$ cat src/rtl/decode_stage_nway.sv
// decode_stage_nway: decodes a bundle of WAYS RISC-V instructions per cycle into a
// valid/ready output register. When a later way reads a register that an earlier way
// in the same bundle writes, the bundle is split and issued over several cycles.
// Optional build macro DECODE_DEBUG_INST_EN adds the registered raw-instruction
// output inst_o.
module decode_stage_nway #(
  parameter int unsigned WAYS  = 2,
  parameter int unsigned XLEN  = 64,
  parameter int unsigned PID_W = 2
) (
  input  logic                  clk,
  input  logic                  rst,
  input  logic                  valid_i,
  output logic                  ready_o,
  input  logic [WAYS*32-1:0]    inst_i,
  input  logic [WAYS*32-1:0]    inst_addr_i,
  input  logic [WAYS*PID_W-1:0] pid_i,
  input  logic                  flush_i,
  input  logic                  ready_i,
  output logic                  valid_o,
  output logic [WAYS-1:0]       way_valid_o,
  output logic [WAYS*PID_W-1:0] pid_o,
  output logic [WAYS*32-1:0]    inst_addr_o,
`ifdef DECODE_DEBUG_INST_EN
  output logic [WAYS*32-1:0]    inst_o,
`endif
  output logic [WAYS*7-1:0]     opcode_o,
  output logic [WAYS*3-1:0]     funct3_o,
  output logic [WAYS*7-1:0]     funct7_o,
  output logic [WAYS*5-1:0]     rs1_addr_o,
  output logic [WAYS*5-1:0]     rs2_addr_o,
  output logic [WAYS*5-1:0]     rd_addr_o,
  output logic [WAYS-1:0]       rs1_en_o,
  output logic [WAYS-1:0]       rs2_en_o,
  output logic [WAYS-1:0]       rd_we_o,
  output logic [WAYS*XLEN-1:0]  imm_o,
  output logic [WAYS*6-1:0]     shamt_o,
  output logic [WAYS-1:0]       illegal_o
);

  localparam int          NWays = int'(WAYS);
  localparam int unsigned IdxW  = (WAYS > 1) ? $clog2(WAYS) : 1;

  localparam logic [0:0] StIdle  = 1'b0;
  localparam logic [0:0] StSplit = 1'b1;

  localparam logic [6:0] OpLui    = 7'h37;
  localparam logic [6:0] OpAuipc  = 7'h17;
  localparam logic [6:0] OpJal    = 7'h6f;
  localparam logic [6:0] OpJalr   = 7'h67;
  localparam logic [6:0] OpBranch = 7'h63;
  localparam logic [6:0] OpLoad   = 7'h03;
  localparam logic [6:0] OpStore  = 7'h23;
  localparam logic [6:0] OpOpImm  = 7'h13;
  localparam logic [6:0] OpOp     = 7'h33;
  localparam logic [6:0] OpSystem = 7'h73;
  localparam logic [6:0] OpImm32  = 7'h1b;
  localparam logic [6:0] OpOp32   = 7'h3b;
  localparam logic [6:0] OpAmo    = 7'h2f;
  localparam logic [6:0] OpOpFp   = 7'h53;

  // Control state and the bundle held while it is being split
  logic [0:0]                   state_q, state_d;
  logic [IdxW-1:0]              base_q, base_d;
  logic [WAYS-1:0][31:0]        bun_inst_q, bun_inst_d, bun_addr_q, bun_addr_d;
  logic [WAYS-1:0][PID_W-1:0]   bun_pid_q, bun_pid_d;

  // Output register
  logic                         valid_q, valid_d;
  logic [WAYS-1:0]              way_valid_q, way_valid_d;
  logic [WAYS-1:0][PID_W-1:0]   pid_q, pid_d;
  logic [WAYS-1:0][31:0]        addr_q, addr_d, oinst_q, oinst_d;
  logic [WAYS-1:0][6:0]         opcode_q, opcode_d, funct7_q, funct7_d;
  logic [WAYS-1:0][2:0]         funct3_q, funct3_d;
  logic [WAYS-1:0][4:0]         rs1_q, rs1_d, rs2_q, rs2_d, rd_q, rd_d;
  logic [WAYS-1:0]              rs1_en_q, rs1_en_d, rs2_en_q, rs2_en_d, rd_we_q, rd_we_d;
  logic [WAYS-1:0][XLEN-1:0]    imm_q, imm_d;
  logic [WAYS-1:0][5:0]         shamt_q, shamt_d;
  logic [WAYS-1:0]              illegal_q, illegal_d;

  // Decode results for every way of the current source bundle
  logic [WAYS-1:0][31:0]        src_inst, src_addr;
  logic [WAYS-1:0][PID_W-1:0]   src_pid;
  logic [WAYS-1:0][6:0]         dec_opcode, dec_funct7;
  logic [WAYS-1:0][2:0]         dec_funct3;
  logic [WAYS-1:0][4:0]         dec_rs1, dec_rs2, dec_rd;
  logic [WAYS-1:0]              dec_rs1_en, dec_rs2_en, dec_rd_we, dec_illegal;
  logic [WAYS-1:0][XLEN-1:0]    dec_imm;
  logic [WAYS-1:0][5:0]         dec_shamt;
  logic [31:0]                  cur, cur_imm;
  logic                         cur_r1, cur_r2, cur_wd, cur_ill;

  logic                         in_split, slot_free, load, dep;
  int                           base_int, h_int;
  logic [WAYS-1:0]              seg_mask;

  // Source bundle: live input while idle, latched copy while splitting
  always_comb begin
    in_split = (state_q == StSplit);
    src_inst = in_split ? bun_inst_q : inst_i;
    src_addr = in_split ? bun_addr_q : inst_addr_i;
    src_pid  = in_split ? bun_pid_q  : pid_i;
  end

  // Per-way field decode
  always_comb begin
    cur = '0; cur_imm = '0; cur_r1 = 1'b0; cur_r2 = 1'b0; cur_wd = 1'b0; cur_ill = 1'b0;
    dec_opcode = '0; dec_funct3 = '0; dec_funct7 = '0;
    dec_rs1 = '0; dec_rs2 = '0; dec_rd = '0;
    dec_rs1_en = '0; dec_rs2_en = '0; dec_rd_we = '0; dec_illegal = '0;
    dec_imm = '0; dec_shamt = '0;
    for (int k = 0; k < NWays; k++) begin
      cur     = src_inst[k];
      cur_imm = '0;
      cur_r1  = 1'b0;
      cur_r2  = 1'b0;
      cur_wd  = 1'b0;
      cur_ill = 1'b0;
      case (cur[6:0])
        OpLui, OpAuipc: begin
          cur_wd  = 1'b1;
          cur_imm = {cur[31:12], 12'b0};
        end
        OpJal: begin
          cur_wd  = 1'b1;
          cur_imm = {{12{cur[31]}}, cur[19:12], cur[20], cur[30:21], 1'b0};
        end
        OpJalr, OpLoad, OpOpImm, OpImm32: begin
          cur_r1  = 1'b1;
          cur_wd  = 1'b1;
          cur_imm = {{20{cur[31]}}, cur[31:20]};
        end
        OpBranch: begin
          cur_r1  = 1'b1;
          cur_r2  = 1'b1;
          cur_imm = {{20{cur[31]}}, cur[7], cur[30:25], cur[11:8], 1'b0};
        end
        OpStore: begin
          cur_r1  = 1'b1;
          cur_r2  = 1'b1;
          cur_imm = {{20{cur[31]}}, cur[31:25], cur[11:7]};
        end
        OpOp, OpOp32, OpAmo, OpOpFp: begin
          cur_r1 = 1'b1;
          cur_r2 = 1'b1;
          cur_wd = 1'b1;
        end
        OpSystem: begin
          // ecall/ebreak (funct3==0) touch no GPRs; CSR ops read rs1 and write rd
          cur_r1  = (cur[14:12] != 3'b000);
          cur_wd  = (cur[14:12] != 3'b000);
          cur_imm = {{20{cur[31]}}, cur[31:20]};
        end
        default: cur_ill = 1'b1;
      endcase
      cur_wd = cur_wd && (cur[11:7] != 5'd0);

      dec_opcode[k]  = cur[6:0];
      dec_funct3[k]  = cur[14:12];
      dec_funct7[k]  = cur[31:25];
      dec_rs1_en[k]  = cur_r1;
      dec_rs2_en[k]  = cur_r2;
      dec_rd_we[k]   = cur_wd;
      dec_illegal[k] = cur_ill;
      dec_rs1[k]     = cur_r1 ? cur[19:15] : 5'd0;
      dec_rs2[k]     = cur_r2 ? cur[24:20] : 5'd0;
      dec_rd[k]      = cur_wd ? cur[11:7]  : 5'd0;
      dec_imm[k]     = XLEN'(signed'(cur_imm));
      dec_shamt[k]   = ((cur[6:0] == OpOpImm) && (cur[13:12] == 2'b01)) ? cur[25:20] : 6'd0;
    end
  end

  // Segment end h: first way after base reading a register written earlier in the segment
  always_comb begin
    base_int = in_split ? int'(base_q) : 0;
    h_int    = NWays;
    dep      = 1'b0;
    for (int k = NWays - 1; k >= 1; k--) begin
      dep = 1'b0;
      for (int j = 0; j < k; j++) begin
        if ((j >= base_int) && dec_rd_we[j] &&
            ((dec_rs1_en[k] && (dec_rd[j] == dec_rs1[k])) ||
             (dec_rs2_en[k] && (dec_rd[j] == dec_rs2[k])))) begin
          dep = 1'b1;
        end
      end
      if ((k > base_int) && dep) h_int = k;
    end
    for (int k = 0; k < NWays; k++) seg_mask[k] = (k >= base_int) && (k < h_int);
  end

  // Handshake and FSM next state
  always_comb begin
    slot_free  = !valid_q || ready_i;
    load       = !flush_i && slot_free && (in_split || valid_i);
    ready_o    = !flush_i && !in_split && slot_free;
    state_d    = state_q;
    base_d     = base_q;
    bun_inst_d = bun_inst_q;
    bun_addr_d = bun_addr_q;
    bun_pid_d  = bun_pid_q;
    if (flush_i) begin
      state_d = StIdle;
      base_d  = '0;
    end else if (load) begin
      if (h_int == NWays) begin
        state_d = StIdle;
        base_d  = '0;
      end else begin
        state_d = StSplit;
        base_d  = IdxW'(h_int);
        if (!in_split) begin
          bun_inst_d = src_inst;
          bun_addr_d = src_addr;
          bun_pid_d  = src_pid;
        end
      end
    end
  end

  // Output register: load masked segment, clear when drained or flushed, else hold
  always_comb begin
    valid_d = valid_q; way_valid_d = way_valid_q; pid_d = pid_q; addr_d = addr_q;
    oinst_d = oinst_q; opcode_d = opcode_q; funct3_d = funct3_q; funct7_d = funct7_q;
    rs1_d = rs1_q; rs2_d = rs2_q; rd_d = rd_q; rs1_en_d = rs1_en_q; rs2_en_d = rs2_en_q;
    rd_we_d = rd_we_q; imm_d = imm_q; shamt_d = shamt_q; illegal_d = illegal_q;
    if (load) begin
      valid_d     = 1'b1;
      way_valid_d = seg_mask;
      for (int k = 0; k < NWays; k++) begin
        pid_d[k]     = seg_mask[k] ? src_pid[k]     : '0;
        addr_d[k]    = seg_mask[k] ? src_addr[k]    : '0;
        oinst_d[k]   = seg_mask[k] ? src_inst[k]    : '0;
        opcode_d[k]  = seg_mask[k] ? dec_opcode[k]  : '0;
        funct3_d[k]  = seg_mask[k] ? dec_funct3[k]  : '0;
        funct7_d[k]  = seg_mask[k] ? dec_funct7[k]  : '0;
        rs1_d[k]     = seg_mask[k] ? dec_rs1[k]     : '0;
        rs2_d[k]     = seg_mask[k] ? dec_rs2[k]     : '0;
        rd_d[k]      = seg_mask[k] ? dec_rd[k]      : '0;
        rs1_en_d[k]  = seg_mask[k] && dec_rs1_en[k];
        rs2_en_d[k]  = seg_mask[k] && dec_rs2_en[k];
        rd_we_d[k]   = seg_mask[k] && dec_rd_we[k];
        imm_d[k]     = seg_mask[k] ? dec_imm[k]     : '0;
        shamt_d[k]   = seg_mask[k] ? dec_shamt[k]   : '0;
        illegal_d[k] = seg_mask[k] && dec_illegal[k];
      end
    end else if (flush_i || slot_free) begin
      valid_d = 1'b0; way_valid_d = '0; pid_d = '0; addr_d = '0; oinst_d = '0;
      opcode_d = '0; funct3_d = '0; funct7_d = '0; rs1_d = '0; rs2_d = '0; rd_d = '0;
      rs1_en_d = '0; rs2_en_d = '0; rd_we_d = '0; imm_d = '0; shamt_d = '0; illegal_d = '0;
    end
  end

  // State update with synchronous reset
  always_ff @(posedge clk) begin
    if (rst) begin
      state_q <= StIdle; base_q <= '0;
      bun_inst_q <= '0; bun_addr_q <= '0; bun_pid_q <= '0;
      valid_q <= 1'b0; way_valid_q <= '0; pid_q <= '0; addr_q <= '0; oinst_q <= '0;
      opcode_q <= '0; funct3_q <= '0; funct7_q <= '0; rs1_q <= '0; rs2_q <= '0; rd_q <= '0;
      rs1_en_q <= '0; rs2_en_q <= '0; rd_we_q <= '0; imm_q <= '0; shamt_q <= '0;
      illegal_q <= '0;
    end else begin
      state_q <= state_d; base_q <= base_d;
      bun_inst_q <= bun_inst_d; bun_addr_q <= bun_addr_d; bun_pid_q <= bun_pid_d;
      valid_q <= valid_d; way_valid_q <= way_valid_d; pid_q <= pid_d; addr_q <= addr_d;
      oinst_q <= oinst_d; opcode_q <= opcode_d; funct3_q <= funct3_d; funct7_q <= funct7_d;
      rs1_q <= rs1_d; rs2_q <= rs2_d; rd_q <= rd_d; rs1_en_q <= rs1_en_d;
      rs2_en_q <= rs2_en_d; rd_we_q <= rd_we_d; imm_q <= imm_d; shamt_q <= shamt_d;
      illegal_q <= illegal_d;
    end
  end

  assign valid_o     = valid_q;
  assign way_valid_o = way_valid_q;
  assign pid_o       = pid_q;
  assign inst_addr_o = addr_q;
  assign opcode_o    = opcode_q;
  assign funct3_o    = funct3_q;
  assign funct7_o    = funct7_q;
  assign rs1_addr_o  = rs1_q;
  assign rs2_addr_o  = rs2_q;
  assign rd_addr_o   = rd_q;
  assign rs1_en_o    = rs1_en_q;
  assign rs2_en_o    = rs2_en_q;
  assign rd_we_o     = rd_we_q;
  assign imm_o       = imm_q;
  assign shamt_o     = shamt_q;
  assign illegal_o   = illegal_q;
`ifdef DECODE_DEBUG_INST_EN
  assign inst_o      = oinst_q;
`else
  // Raw-instruction register has no consumer without the debug port
  logic unused_oinst;
  assign unused_oinst = ^oinst_q;
`endif

endmodule

$ cat config.mk
export PLATFORM = sky130hd
export DESIGN_NAME = decode_stage_nway
export DESIGN_NICKNAME = d
export VERILOG_FILES = /design/src/rtl/decode_stage_nway.sv
export SDC_FILE = /design/constraint.sdc
export NUM_CORES = 1
export LEC_CHECK = 0
export ABC_AREA = 1
export CAP_MARGIN = 15
export CORE_MARGIN = 2
export CORE_UTILIZATION = 42
export DETAILED_ROUTE_END_ITERATION = 8
export PLACE_DENSITY = 0.76
export SYNTH_ARGS = -nofsm -noshare
export SYNTH_HDL_FRONTEND = slang
export SYNTH_SLANG_ARGS = --single-unit
export TNS_END_PERCENT = 50
$ cat constraint.sdc
create_clock -name clk -period 3.6 [get_ports clk]
set_input_delay 0.54 -clock clk [delete_from_list [all_inputs] [get_ports clk]]
set_output_delay 0.54 -clock clk [all_outputs]
set_load 0.01 [all_outputs]
# == Yosys cells after proc, flatten, opt, wreduce, memory -nomap -nowiden ==
# Cells that the tools add are included.
# totals
elab_cells,195
regBits,417
# op_classes
magnitude_cmp,5
mux,71
n_bitwise,3
n_reduce_logical,49
n_eq_ne,33
# op_table
op,count
2-to-1 mux 64 bit,6
case mux 32 bit (5 select lines),2
2-to-1 mux 128 bit,2
"== test 7 x 6 -> 1 bit, second input constant",10
"== test 7 bit, second input constant",10
2-to-1 mux 32 bit,2
2-to-1 mux 5 bit,12
"== test 7 x 5 -> 1 bit, second input constant",6
2-to-1 mux 14 bit,3
2-to-1 mux 10 bit,4
2-to-1 mux 6 bit,6
"== test 32 x 3 -> 1 bit, second input constant",1
"< comparator 1 x 32 -> 1 bit, first input constant",1
"< comparator 2 x 32 -> 1 bit, first input constant",1
2-to-1 mux 7 bit,4
OR reduction 14 bit,2
2-to-1 mux 12 bit,2
logical AND 1 bit,23
OR reduction 11 bit,2
OR reduction 10 bit,2
2-to-1 mux 2 bit,9
"== test 7 x 2 -> 1 bit, second input constant",2
2-to-1 mux 4 bit,3
OR reduction 6 bit,2
16 further kinds,44

# == Depth between registers and ports, before layout ==
# Gate-level depths: netlist of run 1.
# logic_depth
word_depth,17
ltp_mapped,27
ltp_nobuf,24

# == Least setup slack after synthesis of run 1 ==
# OpenSTA, ideal clock, no wires.
# synth_timing
path_kind,input -> register
startpoint,in inst_i[4]
endpoint,reg bun_inst_q[53] (netlist name)
stages,25
t_required_ns,3.487
setup_ns,0.113
setup_slack_ns,0.912
arrival_time_ns,2.574
cell_sequence,inv_1 -> nor2_1 -> nor2_4 -> nand2_1 -> nor2_2 -> nand2_2 -> nand2_2 -> inv_2 -> nand2_2 -> nor2_4 -> nand2_4 -> buf_6 -> nand3_1 -> nand2_1 -> inv_2 -> nand2_1 -> nor2_1 -> nand2_1 -> nand2_2 -> nand2_1 -> buf_6 -> buf_6 -> buf_4 -> o21ai_1 -> nor2_1
# synth_via
elab_chain_cells,16
word_cells_on_any_way,30
classes_between,15 x eq/ne; 5 x mux; 1 x bitwise; 9 x reduce/logical
# synth_rtl
element,line_no,rtl
from (decl),15,"input logic [WAYS*32-1:0] inst_i,"
2-to-1 mux 64 bit (*),100,src_inst = in_split ? bun_inst_q : inst_i;
== test 7 x 5 -> 1 bit (tied with other cells),119,case (cur[6:0])
OR reduction 11 bit (no line),--,
case mux 1 bit (2 select lines) (*),119,
logical AND 1 bit (*),156,cur_wd = cur_wd && (cur[11:7] != 5'd0);
2-to-1 mux 5 bit,167,dec_rd[k] = cur_wd ? cur[11:7] : 5'd0;
== test 5 bit (on tied branches),"182, 183",
logical AND 1 bit (on tied branches),"182, 183",
logical OR 1 bit,182,((dec_rs1_en[k] && (dec_rd[j] == dec_rs1[k])) ||
logical AND 1 bit (*),181,if ((j >= base_int) && dec_rd_we[j] &&
2-to-1 mux 1 bit (*),181,
logical AND 1 bit (*),187,if ((k > base_int) && dep) h_int = k;
2-to-1 mux 2 bit (*),187,
== test 32 x 3 -> 1 bit (*),206,if (h_int == NWays) begin
inverter 1 bit (no line) (*),--,
AND reduction 4 bit (no line) (*),--,
to (signal assigned),265,bun_inst_q <= bun_inst_d; bun_addr_q <= bun_addr_d; bun_pid_q <= bun_pid_d;
to (decl),65,"logic [WAYS-1:0][31:0] bun_inst_q, bun_inst_d, bun_addr_q, bun_addr_d;"
# Mark *: on every way between the ends. The rest lies on a longest branch, timed or not.
# A chain may end at the register's enable or synchronous reset.

# == Final worst setup path of run 1 ==
# layout_timing
startpoint,"reg state_q, in the netlist in_split"
endpoint,reg bun_inst_q[32] (netlist name)
# layout_via
elab_chain_cells,16
word_cells_on_any_way,56
classes_between,2 x order compare; 26 x eq/ne; 10 x mux; 2 x bitwise; 16 x reduce/logical
# layout_rtl
element,line_no,rtl
from (decl),63,"logic [0:0] state_q, state_d;"
from (signal assigned),264,state_q <= state_d; base_q <= base_d;
2-to-1 mux 64 bit,100,
== test 7 x 5 -> 1 bit (tied with other cells),119,
OR reduction 11 bit (no line),--,
case mux 1 bit (2 select lines),119,
logical AND 1 bit,156,
2-to-1 mux 5 bit,167,
== test 5 bit (on tied branches),"182, 183",
logical AND 1 bit (on tied branches),"182, 183",
logical OR 1 bit,182,
logical AND 1 bit,181,
2-to-1 mux 1 bit,181,
logical AND 1 bit,187,
2-to-1 mux 2 bit,187,
== test 32 x 3 -> 1 bit,206,
inverter 1 bit (no line),--,
AND reduction 4 bit (no line),--,
# Parallel ways exist; a longest one is shown, timed or not.

==> results of run 1 <==
[logic make-up after synthesis]
group                  count (synthesis)
AO/OA/AOI/OAI                        416
XOR/XNOR                               1
buffers and inverters                308
flip-flops                           318
multiplexers                           4
AND/OR/NAND/NOR                     1032
[per-layer routing]
layer / routed length [um] / part of all wire (%) / global-route usage (%)
met3: 4854 / 10 / 6.654
met1: 19800 / 41 / 33.72
met2: 22070 / 45 / 41.27
met5: 0 / 0 / 0
met4: 1954 / 4.0 / 10.76
[worst register-to-register path, delay by kind of cell, from the launching register on]
kind                   cells  cell delay (ns)
and+or+nand+nor           15             1.46
AOI/OAI and AO/OA          1             0.30
DFF                        1             0.47
buffers and inverters      5             0.92
[power by group]
part           internal [uW]  switching (uW)  leakage (uW)
sequential              3560            23.1       0.00257
combinational            301             384       0.00428
clock                   2260            1460      0.000595
[final cells by class]
class	instances	area, um2	share of cell area, %
Timing Repair Buffer	464	4693	23.80
Clock buffer	52	1095	5.552
Sequential cell	318	6370	32.31
Tap cell	448	560.5	2.843
Inverter	99	375.4	1.904
Antenna cell	1	2.502	0.01269
Multi-Input combinational cell	1453	6507	33.00
Clock inverter	10	113.9	0.5774
[flip-flops by register name (all words and copies together) (netlist names)]
name	count
bun_addr_q	32
bun_inst_q	64
bun_pid_q	2
funct3_o	6
funct7_o	14
illegal_o	2
imm_o	64
in_split	1
inst_addr_o	64
opcode_o	14
pid_o	4
rd_addr_o	10
rd_we_o	2
rs1_addr_o	10
rs1_en_o	2
rs2_addr_o	10
rs2_en_o	2
shamt_o	12
valid_o	1
way_valid_o	2
[through the flow]
step | setup WS [ns] | total power, uW | util [%]
CTS | 0.2425 | 8051 | 58.51
global route | 0.02729 | 8252 | 58.66
global placement | 0.09726 | 4330 | 54.92
finish | 0.3152 | 7989 | 58.66
floorplan | 0.9124 | 3970 | -
detailed placement | 0.02715 | 4337 | 54.92
[final timing paths]
| path | from | endpoint | slack [ns] | depth (start not counted) |
|---|---|---|---|---|
| worst max register to register | in_split | bun_inst_q[32] | 0.32 | 21 |
| worst max-delay path | in_split | bun_inst_q[32] | 0.32 | 21 |
| worst min register to register | imm_o[10] | imm_o[10] | 0.46 | 2 |
| worst min-delay path | rst | inst_addr_o[15] | 0.36 | 2 |
[synth_stat cells (all sizes together), types with 2 or more instances]
master,n,share of area [%]
mux2i,4,0.28
nand2,601,16
nor2,241,6.6
a41oi,6,0.37
or2,26,1.1
nor3,5,0.17
nand3,151,5.3
inv,98,2.6
clkbuf,102,2.7
o211ai,8,0.42
o22ai,9,0.39
buf,107,5.3
dfxtp,318,44
a21oi,234,8.4
nand4,5,0.22
o221ai,2,0.12
o21ai,155,5.5
nor4,2,0.087
[timing repair]
item	4_1_cts	5_1_grt
endpoints found under the setup margin	0	156
resized for setup	0	7
hold buffers	0	0
==> results by group, run 1 <==
STA
  – Worst Hold Margin: 0.3650 ns
  – Final setup violating endpoints: 0
  – Fin Setup TNS: 0 ns
  – Max-Slew Margin vs Limit: 29.37%
  – Final Hold Viols: 0
  – Clock Skew: 0.01526 ns
  – Tmin final: 3.285 ns
  – Slew @ Worst Pin: 1.059 ns
  – F_max: 304.4 MHz
  – Fin crit share: 91.25%
  – Slew Limit Fails: 0
  – RSZ-0062 raised after global routing: no

Critical path
  – Slowest cell on crit path: dfxtp_4
  – Critical path fanouts, max: 40
  – Critical path's most frequent cell: nand2_1
  – CP endpoint kind: flop
  – WP buf/inv: 5
  – Critical Path Max Stage Delay: 0.47 ns
  – WS Path Type: flop to flop
  – Crit-path cells: buf_16 > nand2_1 > nand2_1 > nand2_1 > inv_2 > nand2_2 > o21ai_1 > nor2_2 > nand2_4 > nand3_1 > inv_1 > nand2_1 > nand2_1 > nor2_1 > nand2_1 > nand2_2 > nand2_4 > clkinv_2 > buf_12 > nor2_1 > nor2_1
  – Startpoint Class: flop
  – Worst Path Arrival: 3.65 ns
  – Delay-heaviest family, CP: simple AND/OR/NAND/NOR gates
  – Worst EP required: 3.96 ns

Floorplanning
  – Row Count: 67
  – Width of the die: 188.9 um
  – Die area: 0.03569 mm2
  – DIE HEIGHT: 188.9 um
  – Core area: 0.03362 mm2
  – Io pins: 421
  – Initial Util: 42.72%

Logic synthesis
  – Synth Area in Adders: 0%
  – Post-Syn Area: 0.01436 mm2
  – Xor/xnor cell area share of the yosys netlist: 0.06099%
  – Simple-gate area share of the yosys netlist: 29.49%
  – Post-synth ARST share: 0%
  – Top_reg_cell synth: dfxtp_1
  – Net Count, Synth: 2216
  – Post-synth EDFFs: 0
  – Yosys reg bits: 318
  – Syn Area/Cell: 6.908 um2
  – Mapped Cells: 2079
  – Multiplexer share of the synthesized area: 0.2788%
  – Synth Area in Compound Gates: 15.26%
  – Register area share after synthesis: 44.33%
  – Synth warn: 0
  – Synth unique cells: 37
  – Largest family of logic cells by synthesized area: simple AND/OR/NAND/NOR gates

Global routing
  – Gr usage total: 26.02%
  – Largest net degree at the start of global routing: 192
  – GRT Residual Overflow: 0
  – First-pass GRT wire length: 74400 um
  – Initial antenna violation count: 1
  – Vias in the first global route: 13580

Detailed routing
  – WL per Instance: 17.11 um
  – DRT Pass-1 Iters: 5
  – ANT nets after route: 0
  – Drt initial violations: 1185
  – DRC violations left: 0
  – Vias: 14840
  – WL final: 48670 um
  – Vias per inst: 5.217

CTS
  – Number of post-CTS setup repair buffers: 0
  – Clock slew at reported path FFs: 0.06 ns
  – Cts bufs inserted: 37
  – Clock sink total: 318
  – Worst-Skew Late Latency: 0.52 ns
  – TritonCTS clock tree: yes
  – Root buf cell: clkbuf_16
  – Max clock buf depth: 3
  – H-tree Lvls: 2

Worst hold path
  – HP Class: primary input to flop

Place
  – RD Place Congestion: 0.8873
  – Buffers added on ports: 420
  – DP Cell Count: 2781
  – Post-DP Area: 0.01846 mm2
  – DP HPWL: 34150 um

Layout
  – Final nets: 2510
  – Layout area overhead: 37.30%
  – Final Cell Area: 0.01972 mm2
  – Fillers: 3072
  – Share of cells above drive strength 1: 7.596%
  – Post-Layout Cell Count: 2845
  – Commonest non-fill, non-tap cell in the layout: nand2_1
  – Most frequent cells in the layout: nand2_1, clkdlybuf4s50_1, dfxtp_1

Power
  – Pwr dens: 405.2 mW/mm2
  – VDD IR max: 0.2947 mV
  – Pleak: 0.007446 uW

Flow run
  – Max Cap Viol: 0

Run status
  – Status: finished clean
No activity file was read; power rests on OpenSTA's default activity.
==> run 2: changes to the inputs <==
--- a/config.mk
+++ b/config.mk
@@ -6,11 +6,11 @@
 export NUM_CORES = 1
 export LEC_CHECK = 0
 export ABC_AREA = 1
-export CAP_MARGIN = 15
 export CORE_MARGIN = 2
 export CORE_UTILIZATION = 42
 export DETAILED_ROUTE_END_ITERATION = 8
 export PLACE_DENSITY = 0.76
+export REMOVE_ABC_BUFFERS = 1
 export SYNTH_ARGS = -nofsm -noshare
 export SYNTH_HDL_FRONTEND = slang
 export SYNTH_SLANG_ARGS = --single-unit
==> run 2 against run 1 <==
Against the previous run: via count is 2.5% lower; flip-flop and latch count is the same; worst hold slack improved by 0.042 ns; critical endpoint is now bun_addr_q[58]; power up 0.94%; global-route usage down 2.2 points; largest power group unchanged; combinational power decreased by 3.8%; clock power up 3%; clock skew rose by 0.0020 ns; setup slack better by 0.034 ns.
==> results by group, run 2 (same netlist as run 1, synthesis figures left out) <==
Run status
  – Status: finished clean

Critical path
  – R2r endpoint: bun_addr_q[58]
  – Crit-path cells: inv_2 > buf_4 > nand2_1 > nand2_1 > nand2_1 > nor2_1 > nand2_1 > inv_1 > nor2_1 > inv_2 > nor2_1 > o21ai_1 > nand2_1 > inv_2 > nand2_1 > nor2_1 > nand2_1 > nand2_2 > nand2_4 > inv_4 > buf_12 > nor2_1 > nor2_1
  – Reg2reg setup slack: 0.35 ns (+0.03 ns)
  – Worst EP required: 4.04 ns (+0.08 ns)
  – Startpoint Class: flop
  – WP buf/inv: 7 (+2)
  – Worst Path Arrival: 3.70 ns (+0.05 ns)
  – Delay-heaviest family, CP: simple AND/OR/NAND/NOR gates
  – Critical path depth: 23 (+9.5%)
  – Worst reg2reg startpoint: in_split
  – Critical path's most frequent cell: nand2_1
  – Critical Path Max Stage Delay: 0.37 ns (-0.10 ns)
  – Critical path fanouts, max: 32 (-20%)
  – CP endpoint kind: flop
  – Slowest cell on crit path: dfxtp_4
  – WS Path Type: flop to flop
  – Worst R2R Path Depth: 23 (+9.5%)

STA
  – Final Hold Viols: 0 (unchanged)
  – Worst Hold Margin: 0.4074 ns (+0.04243 ns)
  – Tmin final: 3.251 ns (-0.03350 ns)
  – F_max: 307.6 MHz (+1.0%)
  – Fin crit share: 90.31% (-0.93 points)
  – Final setup violating endpoints: 0 (unchanged)
  – Clock Skew: 0.01721 ns (+0.001955 ns)
  – Max-Slew Margin vs Limit: 33.82% (+4.5 points)
  – RSZ-0062 raised after global routing: no
  – Final worst slack: 0.3487 ns (+0.03350 ns)
  – Slew @ Worst Pin: 0.9927 ns (-0.06678 ns)
  – Slew Limit Fails: 0 (unchanged)

Global routing
  – GRT busiest layer: met2
  – Vias in the first global route: 13780 (+1.5%)
  – GR Util met2: 39.21% (-2.1 points)
  – Gr usage total: 23.85% (-2.2 points)
  – Largest net degree at the start of global routing: 182 (-5.2%)
  – GRT Residual Overflow: 0 (unchanged)
  – Global Route met3 Usage: 4.115% (-2.5 points)
  – Initial antenna violation count: 7 (+6)
  – Grt met1 use: 30.38% (-3.3 points)
  – First-pass GRT wire length: 70450 um (-5.3%)

Floorplanning
  – Io pins: 421 (unchanged)
  – DIE HEIGHT: 188.9 um (unchanged)
  – Initial Util: 42.72% (unchanged)
  – Row Count: 67 (unchanged)
  – Width of the die: 188.9 um (unchanged)
  – Die area: 0.03569 mm2 (unchanged)
  – Core area: 0.03362 mm2 (unchanged)

CTS
  – H-tree Lvls: 2 (unchanged)
  – Number of post-CTS setup repair buffers: 0 (unchanged)
  – Clock slew at reported path FFs: 0.06 ns (about the same)
  – TritonCTS clock tree: yes
  – Root buf cell: clkbuf_16
  – Clock sink total: 318 (unchanged)
  – Max clock buf depth: 3 (unchanged)
  – Hold Buf Count CTS: 0 (unchanged)
  – Worst-Skew Late Latency: 0.51 ns (about the same)
  – Cts bufs inserted: 37 (unchanged)

Layout
  – Layout Utilization: 58.76% (+0.10 points)
  – Layout area overhead: 37.53%
  – Share of cells above drive strength 1: 7.435% (-0.16 points)
  – Most frequent cells in the layout: nand2_1, clkdlybuf4s50_1, dfxtp_1
  – Final nets: 2504 (-0.24%)
  – Fillers: 3025 (-1.5%)
  – Commonest non-fill, non-tap cell in the layout: nand2_1

Detailed routing
  – Drt initial violations: 1070 (-9.7%)
  – Vias per inst: 5.081 (-2.6%)
  – ANT nets after route: 0 (unchanged)
  – DRT Pass-1 Iters: 5 (unchanged)
  – DRC violations left: 0 (unchanged)
  – WL final: 44630 um (-8.3%)
  – Vias: 14480 (-2.5%)
  – WL per Instance: 15.67 um (-8.4%)

Worst hold path
  – Worst Hold Launch: rst
  – Hold Path Sink: bun_inst_q[0]
  – HP Class: primary input to flop
  – Hold Path Cell Cnt: 2 (unchanged)

Power
  – VDD IR max: 0.3211 mV (+8.9%)
  – Pleak: 0.007439 uW (about the same)
  – Pwr dens: 408.3 mW/mm2 (+0.76%)
  – Total power: 8064 uW (+0.94%)

Flow run
  – Max Cap Viol: 0 (unchanged)

Place
  – Buffers added on ports: 420 (unchanged)
  – RD Place Congestion: 0.8520 (-4.0%)
  – DP HPWL: 29940 um (-12%)
  – Placement Setup Slack: 0.07992 ns (+0.05277 ns)
## run 2: changes by cell type in the layout (fill, tap and decap cells not counted), sizes merged
cell	delta
diode	+6
clkinv	-2
clkbuf	+5
buf	-5
## run 2: stage by stage
step / instances / cell area, um2 / setup TNS [ns]
after CTS: 2842 / 19730 / 0
after detailed placement: 2776 / 18460 / 0
final: 2849 / 19750 / 0
after global routing: 2848 / 19750 / 0
after global placement: 2776 / 18460 / 0
after floorplan: 1870 / 13210 / -1462.18
## run 2: how the worst max path moves through the flow
stage,end,slack (ns),from
detailed placement,bun_inst_q[12],0.08,inst_i[36]
finish,bun_addr_q[58],0.35,in_split
CTS,bun_inst_q[12],0.38,in_split
floorplan,bun_inst_q[12],-5.78,in_split
global placement,bun_inst_q[12],0.15,inst_i[36]
global route,inst_addr_o[45],0.04,in_split
## run 2: power breakdown
part           switching (uW)  internal (uW)  total (uW)
combinational             360            300         660
clock                    1450           2370        3820
sequential               22.9           3560        3580
## run 2: what timing repair did
action,CTS,global route
gates resized for setup,0,1
endpoints found under the hold margin,0,0
setup endpoints to repair,0,1
## run 2: metal layers
layer / vias up / part of all wire (%)
met3: 101 / 6.2
met4: 0 / 4.0
li1: 7230 / -
met1: 6630 / 43
met5: - / 0
met2: 514 / 47
## run 2: cell type report
class | count | area [um2] | area share, %
Multi-Input combinational cell | 1453 | 6511 | 32.97
Sequential cell | 318 | 6370 | 32.25
Inverter | 99 | 375.4 | 1.900
Antenna cell | 7 | 17.52 | 0.08869
Clock inverter | 8 | 96.34 | 0.4878
Tap cell | 448 | 560.5 | 2.838
Clock buffer | 58 | 1167 | 5.910
Timing Repair Buffer | 458 | 4653 | 23.56
## run 2: worst register-to-register path, stage by stage (launching register included)
cell,delay [ns]
dfxtp_4,0.37
inv_2,0.06
buf_4,0.34
nand2_1,0.09
nand2_1,0.24
nand2_1,0.11
nor2_1,0.17
nand2_1,0.12
inv_1,0.07
nor2_1,0.08
inv_2,0.06
nor2_1,0.04
o21ai_1,0.22
nand2_1,0.12
inv_2,0.06
nand2_1,0.05
nor2_1,0.09
nand2_1,0.08
nand2_2,0.14
nand2_4,0.10
inv_4,0.16
buf_12,0.20
nor2_1,0.10
nor2_1,0.12
==> run 3: changes to the inputs <==
--- a/config.mk
+++ b/config.mk
@@ -6,6 +6,7 @@
 export NUM_CORES = 1
 export LEC_CHECK = 0
 export ABC_AREA = 1
+export CORE_ASPECT_RATIO = 2
 export CORE_MARGIN = 2
 export CORE_UTILIZATION = 42
 export DETAILED_ROUTE_END_ITERATION = 8
==> run 3 against run 2 <==
Against the previous run: final area decreased by 1.2%; worst hold slack worse by 0.015 ns; wire length increased by 6.3%; final cell count down 0.60%; register-to-register slack better by 0.13 ns; non-clock buffer count rose by 13; highest routed layer unchanged; sequential power barely moved; power down 8.6%; flip-flop and latch count unchanged; clock power fell by 18%; critical path depth stayed put; global-route usage grew 1.5 points.
==> results by group, run 3 (same netlist as run 1, synthesis figures left out) <==
Run status
  – Status: finished clean

Place
  – Post-DP Area: 0.01853 mm2 (+0.34%)
  – Buffers added on ports: 420 (unchanged)
  – Placement Setup Slack: 0.1270 ns (+0.04709 ns)
  – RD Place Congestion: 0.9040 (+6.1%)
  – DP HPWL: 32720 um (+9.3%)

Power
  – Flop pwr share: 48.6% (+4.2 points)
  – Clk pwr share: 42.3% (-5.1 points)
  – Pleak: 0.007348 uW (-1.2%)
  – Pwr dens: 377.8 mW/mm2 (-7.5%)
  – VDD IR max: 0.3592 mV (+12%)
  – Total power: 7370 uW (-8.6%)
  – Internal: 5622 uW (-9.7%)
  – Comb pwr share: 9.2% (+1.0 points)
  – Switching pwr: 1748 uW (-4.9%)
  – Sw Share: 23.72% (+0.93 points)

Detailed routing
  – WL per Instance: 16.75 um (+7.0%)
  – WL final: 47450 um (+6.3%)
  – DRT Pass-1 Iters: 5 (unchanged)
  – Vias per inst: 5.154 (+1.4%)
  – Drt initial violations: 805 (-25%)
  – ANT nets after route: 0 (unchanged)
  – DRC violations left: 0 (unchanged)
  – Vias: 14600 (+0.84%)

CTS
  – Number of post-CTS setup repair buffers: 0 (unchanged)
  – Worst-Skew Late Latency: 0.56 ns (+0.05 ns)
  – Clock sink total: 318 (unchanged)
  – Hold Buf Count CTS: 0 (unchanged)
  – Clock slew at reported path FFs: 0.07 ns (about the same)
  – Max clock buf depth: 3 (unchanged)
  – TritonCTS clock tree: yes
  – H-tree Lvls: 1 (-1)
  – Cts bufs inserted: 29 (-22%)
  – Root buf cell: clkbuf_16

Floorplanning
  – Core area: 0.03364 mm2 (about the same)
  – Initial Util: 42.69% (about the same)
  – DIE HEIGHT: 265.5 um (+41%)
  – Row Count: 95 (+42%)
  – Die area: 0.03578 mm2 (+0.25%)
  – Io pins: 421 (unchanged)
  – Width of the die: 134.8 um (-29%)

STA
  – Clock Skew: 0.01178 ns (-0.005430 ns)
  – Max-Slew Margin vs Limit: 26.95% (-6.9 points)
  – Worst Hold Margin: 0.3924 ns (-0.01496 ns)
  – Fin crit share: 86.76% (-3.6 points)
  – Tmin final: 3.123 ns (-0.1281 ns)
  – Final setup violating endpoints: 0 (unchanged)
  – F_max: 320.2 MHz (+4.1%)
  – Final Hold Viols: 0 (unchanged)
  – Final worst slack: 0.4768 ns (+0.1281 ns)
  – Slew Limit Fails: 0 (unchanged)
  – RSZ-0062 raised after global routing: no
  – Slew @ Worst Pin: 1.094 ns (+0.1016 ns)

Global routing
  – First-pass GRT wire length: 73150 um (+3.8%)
  – Gr usage total: 25.34% (+1.5 points)
  – Initial antenna violation count: 6 (-1)
  – GRT Residual Overflow: 0 (unchanged)
  – Vias in the first global route: 13930 (+1.1%)
  – Largest net degree at the start of global routing: 170 (-6.6%)

Worst hold path
  – HP Class: primary input to flop

Flow run
  – Max Cap Viol: 0 (unchanged)

Critical path
  – CP endpoint kind: flop
  – WS Path Type: flop to flop
  – Critical path fanouts, max: 30 (-6.3%)
  – Worst EP required: 4.05 ns (about the same)
  – Startpoint Class: flop
  – Worst Path Arrival: 3.58 ns (-0.12 ns)

Layout
  – Final Cell Area: 0.01951 mm2 (-1.2%)
  – Fillers: 3154 (+4.3%)
  – Most frequent cells in the layout: nand2_1, clkdlybuf4s50_1, dfxtp_1
  – Share of cells above drive strength 1: 7.322% (-0.11 points)
  – Layout Utilization: 58.00% (-0.75 points)
  – Layout area overhead: 35.86%
  – Commonest non-fill, non-tap cell in the layout: nand2_1
  – Final nets: 2509 (+0.20%)
-- run 3: changes by cell type in the layout (fill, tap and decap cells not counted), sizes merged --
cell,change
buf,+12
diode,-1
clkinvlp,-1
inv,-1
clkbuf,-16
clkinv,+2
-- run 3: what timing repair did --
item,4_1_cts,5_1_grt
resized for setup,0,4
endpoints found under the hold margin,0,0
endpoints found under the setup margin,0,86
-- run 3: per-stage QoR --
| stage | instances | setup TNS [ns] |
|---|---|---|
| 2_1_floorplan | 1870 | -1462.18 |
| 3_3_place_gp | 2776 | 0 |
| 3_5_place_dp | 2776 | 0 |
| 4_1_cts | 2825 | 0 |
| 5_1_grt | 2832 | 0 |
| 6_report | 2832 | 0 |
-- run 3: area by class of cell --
class / instances / area [um2] / area share [%]
clock inverter: 8 / 90.09 / 0.4617
timing repair buffer: 471 / 4767 / 24.43
multi-input combinational: 1453 / 6504 / 33.33
tap: 436 / 545.5 / 2.796
antenna: 6 / 15.01 / 0.07695
clock buffer: 41 / 842.1 / 4.316
inverter: 99 / 377.9 / 1.937
sequential: 318 / 6370 / 32.65
-- run 3: power groups by stage --
stage / logic (uW) / clock network [uW] / registers [uW]
2_1_floorplan: 245 / 0 / 3680
3_3_place_gp: 667 / 0 / 3660
3_5_place_dp: 671 / 0 / 3660
4_1_cts: 676 / 3180 / 3580
5_1_grt: 734 / 3310 / 3580
6_report: 675 / 3120 / 3580
-- run 3: routing by layer --
metal / vias up / part of all wire, % / wire [um] / GRT usage, %
met2: 563 / 51 / 24200 / 44.81
met4: 0 / 5.9 / 2792 / 15.31
met5: - / 0 / 0 / 0
li1: 7214 / - / - / -
met1: 6682 / 36 / 17320 / 28.16
met3: 138 / 6.6 / 3141 / 3.907
-- run 3: worst paths after layout --
| path | cells after the start | slack (ns) | startpoint | end |
|---|---|---|---|---|
| worst min register to register | 2 | 0.46 | inst_addr_o[61] | inst_addr_o[61] |
| worst min-delay path | 2 | 0.39 | rst | bun_inst_q[32] |
| worst max register to register | 23 | 0.48 | in_split | bun_inst_q[39] |
| worst max-delay path | 23 | 0.48 | in_split | bun_inst_q[39] |
-- run 3: critical path: stages, from the launching register on --
cell     delay (ns)
dfxtp_4        0.39
inv_4          0.29
nand2_1        0.12
nand2_2        0.14
nand2_1        0.07
nor2_1         0.18
nand2_1        0.09
o21ai_1        0.18
nor2_4         0.09
nand2_4        0.16
nand2_1        0.11
nand2_1        0.07
nand2_1        0.06
inv_2          0.05
nand2_1        0.04
nor2_1         0.09
nand2_1        0.07
nand2_2        0.12
nand2_4        0.08
inv_4          0.18
buf_12         0.22
nand2_1        0.07
nand2_1        0.07
nor2_1         0.05
